## src/rtl/riscv_pkg.sv

```systemverilog
// rtl/riscv_pkg.sv - RV32I shared decode types: opcodes, ALU ops, immediate and result selects.
package riscv_pkg;

    localparam logic [6:0] OP_LOAD   = 7'b0000011;
    localparam logic [6:0] OP_STORE  = 7'b0100011;
    localparam logic [6:0] OP_RTYPE  = 7'b0110011;
    localparam logic [6:0] OP_ITYPE  = 7'b0010011;
    localparam logic [6:0] OP_BRANCH = 7'b1100011;
    localparam logic [6:0] OP_JAL    = 7'b1101111;
    localparam logic [6:0] OP_JALR   = 7'b1100111;
    localparam logic [6:0] OP_LUI    = 7'b0110111;
    localparam logic [6:0] OP_AUIPC  = 7'b0010111;

    localparam logic [6:0] F7_BASE = 7'b0000000;
    localparam logic [6:0] F7_ALT  = 7'b0100000;

    typedef enum logic [3:0] {
        ALU_ADD   = 4'd0,
        ALU_SUB   = 4'd1,
        ALU_AND   = 4'd2,
        ALU_OR    = 4'd3,
        ALU_XOR   = 4'd4,
        ALU_SLT   = 4'd5,
        ALU_SLTU  = 4'd6,
        ALU_SLL   = 4'd7,
        ALU_SRL   = 4'd8,
        ALU_SRA   = 4'd9,
        ALU_PASSB = 4'd10
    } alu_ctrl_t;

    typedef enum logic [2:0] {
        IMM_NONE, IMM_I, IMM_S, IMM_B, IMM_U, IMM_J
    } imm_src_t;

    typedef enum logic [1:0] {
        RES_ALU = 2'b00,
        RES_MEM = 2'b01,
        RES_PC4 = 2'b10
    } result_src_t;

    // Coarse ALU intent from the main decoder, refined by funct3/funct7
    typedef enum logic [2:0] {
        AOP_ADD, AOP_SUB, AOP_FUNCT_R, AOP_FUNCT_I, AOP_PASSB
    } alu_op_t;

endpackage

```

## src/rtl/decode_stage_reg_file.sv

```systemverilog
// rtl/decode_stage_reg_file.sv - 32-entry register file with async clear, hardwired x0 and write-through reads.
module reg_file #(
    parameter int WIDTH  = 32,
    parameter int ADDR_W = 5
) (
    input  logic              clk,
    input  logic              rst,
    input  logic              we,
    input  logic [ADDR_W-1:0] waddr,
    input  logic [WIDTH-1:0]  wdata,
    input  logic [ADDR_W-1:0] raddr1,
    input  logic [ADDR_W-1:0] raddr2,
    output logic [WIDTH-1:0]  rdata1,
    output logic [WIDTH-1:0]  rdata2
);

    localparam int DEPTH = 1 << ADDR_W;

    logic [WIDTH-1:0] regs_q [DEPTH];
    logic [WIDTH-1:0] regs_d [DEPTH];
    logic             wr_en;

    assign wr_en = we && (waddr != '0);

    always_comb begin
        regs_d = regs_q;
        if (wr_en) begin
            regs_d[waddr] = wdata;
        end
    end

    always_ff @(posedge clk or posedge rst) begin
        if (rst) begin
            for (int i = 0; i < DEPTH; i++) begin
                regs_q[i] <= '0;
            end
        end else begin
            regs_q <= regs_d;
        end
    end

    // Bypass stays live during reset; downstream is held in reset too
    always_comb begin
        rdata1 = regs_q[raddr1];
        if (raddr1 == '0) begin
            rdata1 = '0;
        end else if (wr_en && (waddr == raddr1)) begin
            rdata1 = wdata;
        end
    end

    always_comb begin
        rdata2 = regs_q[raddr2];
        if (raddr2 == '0) begin
            rdata2 = '0;
        end else if (wr_en && (waddr == raddr2)) begin
            rdata2 = wdata;
        end
    end

endmodule

```

## src/rtl/decode_stage.sv

```systemverilog
// rtl/decode_stage.sv - RV32I decode stage: main/ALU decoders, immediate extender and register file.
module decode_stage
    import riscv_pkg::*;
#(
    parameter int WIDTH      = 32,
    parameter int REG_ADDR_W = 5
) (
    input  logic                  clk,
    input  logic                  rst,
    input  logic [WIDTH-1:0]      instr_D,
    input  logic [WIDTH-1:0]      PC_D,
    input  logic [WIDTH-1:0]      PCPlus4_D,
    input  logic                  RegWrite_W,
    input  logic [REG_ADDR_W-1:0] Rd_W,
    input  logic [WIDTH-1:0]      Result_W,
    output logic [WIDTH-1:0]      RD1_D,
    output logic [WIDTH-1:0]      RD2_D,
    output logic [WIDTH-1:0]      ImmExt_D,
    output logic [REG_ADDR_W-1:0] Rs1_D,
    output logic [REG_ADDR_W-1:0] Rs2_D,
    output logic [REG_ADDR_W-1:0] Rd_D,
    output logic [2:0]            Funct3_D,
    output logic                  RegWrite_D,
    output logic                  MemWrite_D,
    output logic                  Jump_D,
    output logic                  Branch_D,
    output logic                  Jalr_D,
    output logic [1:0]            ResultSrc_D,
    output logic                  ALUSrcA_D,
    output logic                  ALUSrcB_D,
    output logic [3:0]            ALUControl_D,
    output logic                  Illegal_D,
    output logic [WIDTH-1:0]      PC_Dout,
    output logic [WIDTH-1:0]      PCPlus4_Dout
);

    logic [6:0]  opcode;
    logic [2:0]  funct3;
    logic [6:0]  funct7;
    logic        reg_write, mem_write, jump, branch, jalr, alu_src_a, alu_src_b;
    logic        class_bad, funct_bad, illegal;
    logic        is_r, f7_base, f7_alt;
    result_src_t result_src;
    alu_op_t     alu_op;
    alu_ctrl_t   alu_ctrl;
    imm_src_t    imm_src;

    assign opcode       = instr_D[6:0];
    assign funct3       = instr_D[14:12];
    assign funct7       = instr_D[31:25];
    assign Rs1_D        = instr_D[19:15];
    assign Rs2_D        = instr_D[24:20];
    assign Rd_D         = instr_D[11:7];
    assign Funct3_D     = funct3;
    assign PC_Dout      = PC_D;
    assign PCPlus4_Dout = PCPlus4_D;

    reg_file #(.WIDTH(WIDTH), .ADDR_W(REG_ADDR_W)) u_reg_file (
        .clk    (clk),
        .rst    (rst),
        .we     (RegWrite_W),
        .waddr  (Rd_W),
        .wdata  (Result_W),
        .raddr1 (Rs1_D),
        .raddr2 (Rs2_D),
        .rdata1 (RD1_D),
        .rdata2 (RD2_D)
    );

    always_comb begin
        reg_write  = 1'b0;
        mem_write  = 1'b0;
        jump       = 1'b0;
        branch     = 1'b0;
        jalr       = 1'b0;
        result_src = RES_ALU;
        alu_src_a  = 1'b0;
        alu_src_b  = 1'b0;
        alu_op     = AOP_ADD;
        imm_src    = IMM_NONE;
        class_bad  = 1'b0;
        case (opcode)
            OP_LOAD: begin
                reg_write  = 1'b1;
                result_src = RES_MEM;
                alu_src_b  = 1'b1;
                imm_src    = IMM_I;
                class_bad  = funct3 != 3'b010;
            end
            OP_STORE: begin
                mem_write = 1'b1;
                alu_src_b = 1'b1;
                imm_src   = IMM_S;
                class_bad = funct3 != 3'b010;
            end
            OP_RTYPE: begin
                reg_write = 1'b1;
                alu_op    = AOP_FUNCT_R;
            end
            OP_ITYPE: begin
                reg_write = 1'b1;
                alu_src_b = 1'b1;
                alu_op    = AOP_FUNCT_I;
                imm_src   = IMM_I;
            end
            OP_BRANCH: begin
                branch    = 1'b1;
                alu_op    = AOP_SUB;
                imm_src   = IMM_B;
                class_bad = (funct3 == 3'b010) || (funct3 == 3'b011);
            end
            OP_JAL: begin
                jump       = 1'b1;
                reg_write  = 1'b1;
                result_src = RES_PC4;
                imm_src    = IMM_J;
            end
            OP_JALR: begin
                jump       = 1'b1;
                jalr       = 1'b1;
                reg_write  = 1'b1;
                result_src = RES_PC4;
                alu_src_b  = 1'b1;
                imm_src    = IMM_I;
                class_bad  = funct3 != 3'b000;
            end
            OP_LUI: begin
                reg_write = 1'b1;
                alu_src_b = 1'b1;
                alu_op    = AOP_PASSB;
                imm_src   = IMM_U;
            end
            OP_AUIPC: begin
                reg_write = 1'b1;
                alu_src_a = 1'b1;
                alu_src_b = 1'b1;
                imm_src   = IMM_U;
            end
            default: class_bad = instr_D != '0;
        endcase
    end

    // funct7 must be all-zero except the SUB/SRA alternate forms
    always_comb begin
        alu_ctrl  = ALU_ADD;
        funct_bad = 1'b0;
        is_r      = alu_op == AOP_FUNCT_R;
        f7_base   = funct7 == F7_BASE;
        f7_alt    = funct7 == F7_ALT;
        case (alu_op)
            AOP_SUB:   alu_ctrl = ALU_SUB;
            AOP_PASSB: alu_ctrl = ALU_PASSB;
            AOP_FUNCT_R, AOP_FUNCT_I: begin
                case (funct3)
                    3'b000: begin
                        alu_ctrl  = (is_r && f7_alt) ? ALU_SUB : ALU_ADD;
                        funct_bad = is_r && !(f7_base || f7_alt);
                    end
                    3'b001: begin
                        alu_ctrl  = ALU_SLL;
                        funct_bad = !f7_base;
                    end
                    3'b101: begin
                        alu_ctrl  = f7_alt ? ALU_SRA : ALU_SRL;
                        funct_bad = !(f7_base || f7_alt);
                    end
                    default: begin
                        funct_bad = is_r && !f7_base;
                        case (funct3)
                            3'b010:  alu_ctrl = ALU_SLT;
                            3'b011:  alu_ctrl = ALU_SLTU;
                            3'b100:  alu_ctrl = ALU_XOR;
                            3'b110:  alu_ctrl = ALU_OR;
                            default: alu_ctrl = ALU_AND;
                        endcase
                    end
                endcase
            end
            default: alu_ctrl = ALU_ADD;
        endcase
    end

    always_comb begin
        case (imm_src)
            IMM_I:   ImmExt_D = {{(WIDTH-12){instr_D[31]}}, instr_D[31:20]};
            IMM_S:   ImmExt_D = {{(WIDTH-12){instr_D[31]}}, instr_D[31:25], instr_D[11:7]};
            IMM_B:   ImmExt_D = {{(WIDTH-13){instr_D[31]}}, instr_D[31], instr_D[7],
                                 instr_D[30:25], instr_D[11:8], 1'b0};
            IMM_U:   ImmExt_D = {instr_D[31:12], 12'b0};
            IMM_J:   ImmExt_D = {{(WIDTH-21){instr_D[31]}}, instr_D[31], instr_D[19:12],
                                 instr_D[20], instr_D[30:21], 1'b0};
            default: ImmExt_D = '0;
        endcase
    end

    always_comb begin
        illegal      = class_bad || funct_bad;
        Illegal_D    = illegal;
        RegWrite_D   = reg_write && !illegal;
        MemWrite_D   = mem_write && !illegal;
        Jump_D       = jump && !illegal;
        Branch_D     = branch && !illegal;
        Jalr_D       = jalr && !illegal;
        ResultSrc_D  = illegal ? 2'b00 : result_src;
        ALUSrcA_D    = alu_src_a && !illegal;
        ALUSrcB_D    = alu_src_b && !illegal;
        ALUControl_D = illegal ? 4'd0 : alu_ctrl;
    end

endmodule

```

## config.mk

```make
export PLATFORM = sky130hd
export DESIGN_NAME = decode_stage
export DESIGN_NICKNAME = d
export VERILOG_FILES = /design/src/rtl/riscv_pkg.sv /design/src/rtl/decode_stage_reg_file.sv /design/src/rtl/decode_stage.sv
export SDC_FILE = /design/constraint.sdc
export NUM_CORES = 2
export LEC_CHECK = 0
export CAP_MARGIN = 25
export CORE_MARGIN = 5
export CORE_UTILIZATION = 40
export CTS_CLUSTER_DIAMETER = 40
export DETAILED_ROUTE_END_ITERATION = 7
export GPL_TIMING_DRIVEN = 0
export SYNTH_ARGS = -nofsm -noshare
export SYNTH_HDL_FRONTEND = slang
export SYNTH_SLANG_ARGS = --single-unit
export TNS_END_PERCENT = 20
```

## constraint.sdc

```tcl
create_clock -name clk -period 45.5 [get_ports clk]
set_clock_uncertainty 0.2 [all_clocks]
set_input_delay 9.1 -clock clk [delete_from_list [all_inputs] [get_ports clk]]
set_output_delay 9.1 -clock clk [all_outputs]
set_load 0.02 [all_outputs]
```

==> summary.md <==
| Metric | Value |
|---|---|
| Status | `completed` |
| Total die area | `roughly 150000 µm²` |
| Post-DP HPWL | `~190000 µm` |
| PwrDens | `approximately 46 nW/µm²` |
| Max Freq | `between 40 and 50 MHz` |
| Fin. Hold Viols | `0` |
| Cell Rows | `~140` |
| Register-to-register path setup slack | `~44000 ps` |
| Commonest non-fill, non-tap cell in the layout | `mux2_2` |
| Sw power | `0.0009198 W` |
| Crit. Startpoint | `instr_D[22]` |
| RSZ-0062 raised after global routing | `false` |
| Global route overflow | `0` |
| Vias in the first global route | `43370` |
| GRT Util Overall | `0.3332` |
| Async S/R FF share, synth | `1.000` |
| Synth Net Count | `4217` |
| Register area share after synthesis | `0.4567` |
| Int Pwr | `approximately 0.0022 W` |
| Post-synth EDFFs | `0` |
| GP Congestion | `1.030` |
| Worst-skew pair later-pin latency | `about 800 ps` |
| Post-DP Area | `62530 µm²` |
| H-tree levels | `4` |
| Post CTS Setup Buffer Count | `0` |
| Starting density of the core | `0.4021` |
| First-pass GRT wire length | `between 300000 and 400000 µm` |
| CTS buffer count | `about 160` |
| Worst-Margin Slew | `1237 ps` |
| Sequential share of power | `0.386` |
| CTS clk-pin slew, worst paths | `approximately 50 ps` |
| Post-Synthesis Cells | `approximately 4100` |
| Max rail drop VDD | `0.04101 mV` |
| Hold buffers post-CTS | `0` |
| Max reg flops | `around 1000` |
| Drt first pass iters | `6` |
| Largest delay share family, worst path | `buffers and inverters` |
| Crit-path max cell delay | `960 ps` |
| Worst Setup End Kind | `output pin` |
| DRC viols | `0` |
| Biggest regs | `u_reg_file.regs_q x1024` |
| Non-Filler Instances | `around 6600` |
| Top reg by flops | `u_reg_file.regs_q` |
| Post-CTS sizing | `0` |
| Commonest non-fill, non-tap cells in the layout | `mux2_2 (1034), dfrtp_1 (1024), mux4_2 (358), mux2i_1 (307), clkbuf_1 (293)` |
| CTS tree | `yes` |
| Die X | `around 380 µm` |
| Layout cells sized above 1 | `0.4085` |
| IO Count | `328` |
| CP most frequent cell | `clkdlybuf4s50_1` |
| Hold Startpoint | `u_reg_file.regs_q[1007]` |
| Initial DRC count | `between 5000 and 6000` |
| Worst min path class | `reg -> reg` |
| CP Launch Type | `input port` |
| Vias per inst | `roughly 6.6` |
| Crit-path cells | `clkdlybuf4s50_1 -> clkbuf_1 -> buf_2 -> buf_1 -> clkbuf_2 -> mux2i_1 -> o21ai_0 -> a32o_1 -> clkdlybuf4s50_1` |
| Static leakage | `about 30 nW` |
| Port bufs | `~250` |
| Maximum fanout along the worst path | `10` |
| Clk network pwr share | `0.409` |
| Final slew viol count | `0` |
| Final min period | `about 24000 ps` |
| CTS max path bufs | `3` |
| Area growth, synth to finish | `21.79%` |
| Bufs and invs on worst path | `6` |
| Hold_ws | `between 200 and 300 ps` |
| CP Data Arrival Time | `14770 ps` |
| Cell Area, Synth | `56110 µm²` |
| Place WS | `21650 ps` |
| Critical path class | `in -> out` |
| RR Startpoint | `u_reg_file.regs_q[627]` |
| Initial antenna violation count | `26` |
| Slowest cell on the critical path | `buf_1` |
| Final setup viols | `0` |
| Design area | `68330 µm²` |
| Placed Cells | `between 6000 and 7000` |
| Tcrit/Tclk final | `0.5290` |
| Vias | `roughly 44000` |
| Setup ws final | `between 20000 and 25000 ps` |
| Slew headroom | `0.1755` |
| Post-synth cell types | `61` |
| Switching Share | `0.2910` |
| Clock root buffer master | `clkbuf_16` |
| Wire per inst | `approximately 38 µm` |
| Seq cells post-synth | `a little over 1000` |
| Core Footprint | `139500 µm²` |
| Antenna-violating nets left | `0` |
| Largest net degree at the start of global routing | `130` |
| Max Cap Viol | `0` |
| Ys flop type | `dfrtp_1` |
| Nets | `around 4700` |
| Synth warn | `0` |
| Fill count | `roughly 12000` |
| Post-layout util | `0.4897` |
| Worst path required time | `36200 ps` |
| Combinational cell fraction of total power | `0.206` |
| Die Ht | `384.5 µm` |
| CTS Sinks | `1024` |
| Detailed Route WL | `250700 µm` |
| Mean Syn Cell Area | `13.75 µm²` |
## cells by family (layout without fill, tap and decap cells)
logic type,after synthesis,after routing,share of synthesized area
buffers and inverters,552,1193,0.04360
and+or+nand+nor,287,287,0.02453
AOI/OAI and AO/OA,506,506,0.06712
muxes,1699,1699,0.4060
xor gates and xnor gates,13,13,0.002029
other,0,15,0
DFF,1024,1024,0.4567
## cells in the mapped netlist (9+ instances only)
| master | number | area, µm² |
|---|---|---|
| a21o_1 | 22 | 165.2 |
| a22oi_1 | 92 | 690.7 |
| a221o_1 | 10 | 100.1 |
| mux4_2 | 358 | 8063 |
| o21ai_0 | 44 | 220.2 |
| a31oi_1 | 9 | 56.30 |
| mux2_2 | 1034 | 11640 |
| o22ai_1 | 58 | 362.9 |
| o211ai_1 | 16 | 120.1 |
| a32o_1 | 53 | 530.5 |
| buf_2 | 41 | 205.2 |
| a211oi_1 | 56 | 420.4 |
| clkbuf_1 | 285 | 1070 |
| o221ai_1 | 56 | 490.5 |
| nand2_1 | 150 | 563.0 |
| nor2_1 | 43 | 161.4 |
| mux2i_1 | 307 | 3073 |
| and2_1 | 11 | 68.82 |
| a22o_1 | 12 | 105.1 |
| buf_4 | 82 | 615.6 |
| nor2b_1 | 11 | 68.82 |
| nand4b_1 | 11 | 96.34 |
| dfrtp_1 | 1024 | 25620 |
| a21oi_1 | 48 | 240.2 |
| nand3_1 | 15 | 75.07 |
| buf_1 | 137 | 514.2 |
## worst paths after layout
| check | to | cells after the start |
|---|---|---|
| min in group asynchronous | u_reg_file.regs_q[827] | 2 |
| max | RD2_D[1] | 9 |
| max in group asynchronous | u_reg_file.regs_q[685] | 6 |
| max reg2reg | u_reg_file.regs_q[627] | 1 |
| min | u_reg_file.regs_q[1007] | 1 |
| min reg2reg | u_reg_file.regs_q[1007] | 1 |
## layer usage
layer  part of all wire  vias up  track usage
li1                   -    16680            -
met1               0.37    22860       0.4278
met3               0.14      823       0.1283
met5            0.00037        -            0
met4              0.076       14       0.2135
met2               0.41     3221       0.4704
## layout make-up
cell class / instances / area [µm²] / area share
multi-input cells: 2505 / 28070 / 0.4108
flip-flops and latches: 1024 / 25620 / 0.3750
clock buffers: 210 / 4496 / 0.06579
repair buffers: 354 / 4200 / 0.06147
plain buffers: 547 / 2461 / 0.03602
well taps: 1876 / 2347 / 0.03435
clock inverters: 77 / 1066 / 0.01560
diodes: 15 / 37.54 / 0.0005493
inverters: 5 / 26.28 / 0.0003845
## metrics by stage
step	setup TNS (ps)	power, W
finish	0	0.003161
global route	0	0.003246
CTS	0	0.003143
detailed placement	0	0.001859
global placement	-5631980	0.001831
floorplan	0	0.001617
## power by group through the flow
| stage | combinational, W | clock, W | sequential [W] |
|---|---|---|---|
| after floorplan | 0.000435 | 0 | 0.00118 |
| after global routing | 0.000678 | 0.00133 | 0.00123 |
| after CTS | 0.000637 | 0.00130 | 0.00121 |
| final | 0.000650 | 0.00129 | 0.00122 |
| after detailed placement | 0.000635 | 0 | 0.00122 |
| after global placement | 0.000611 | 0 | 0.00122 |
No activity file was read; power rests on OpenSTA's default activity.
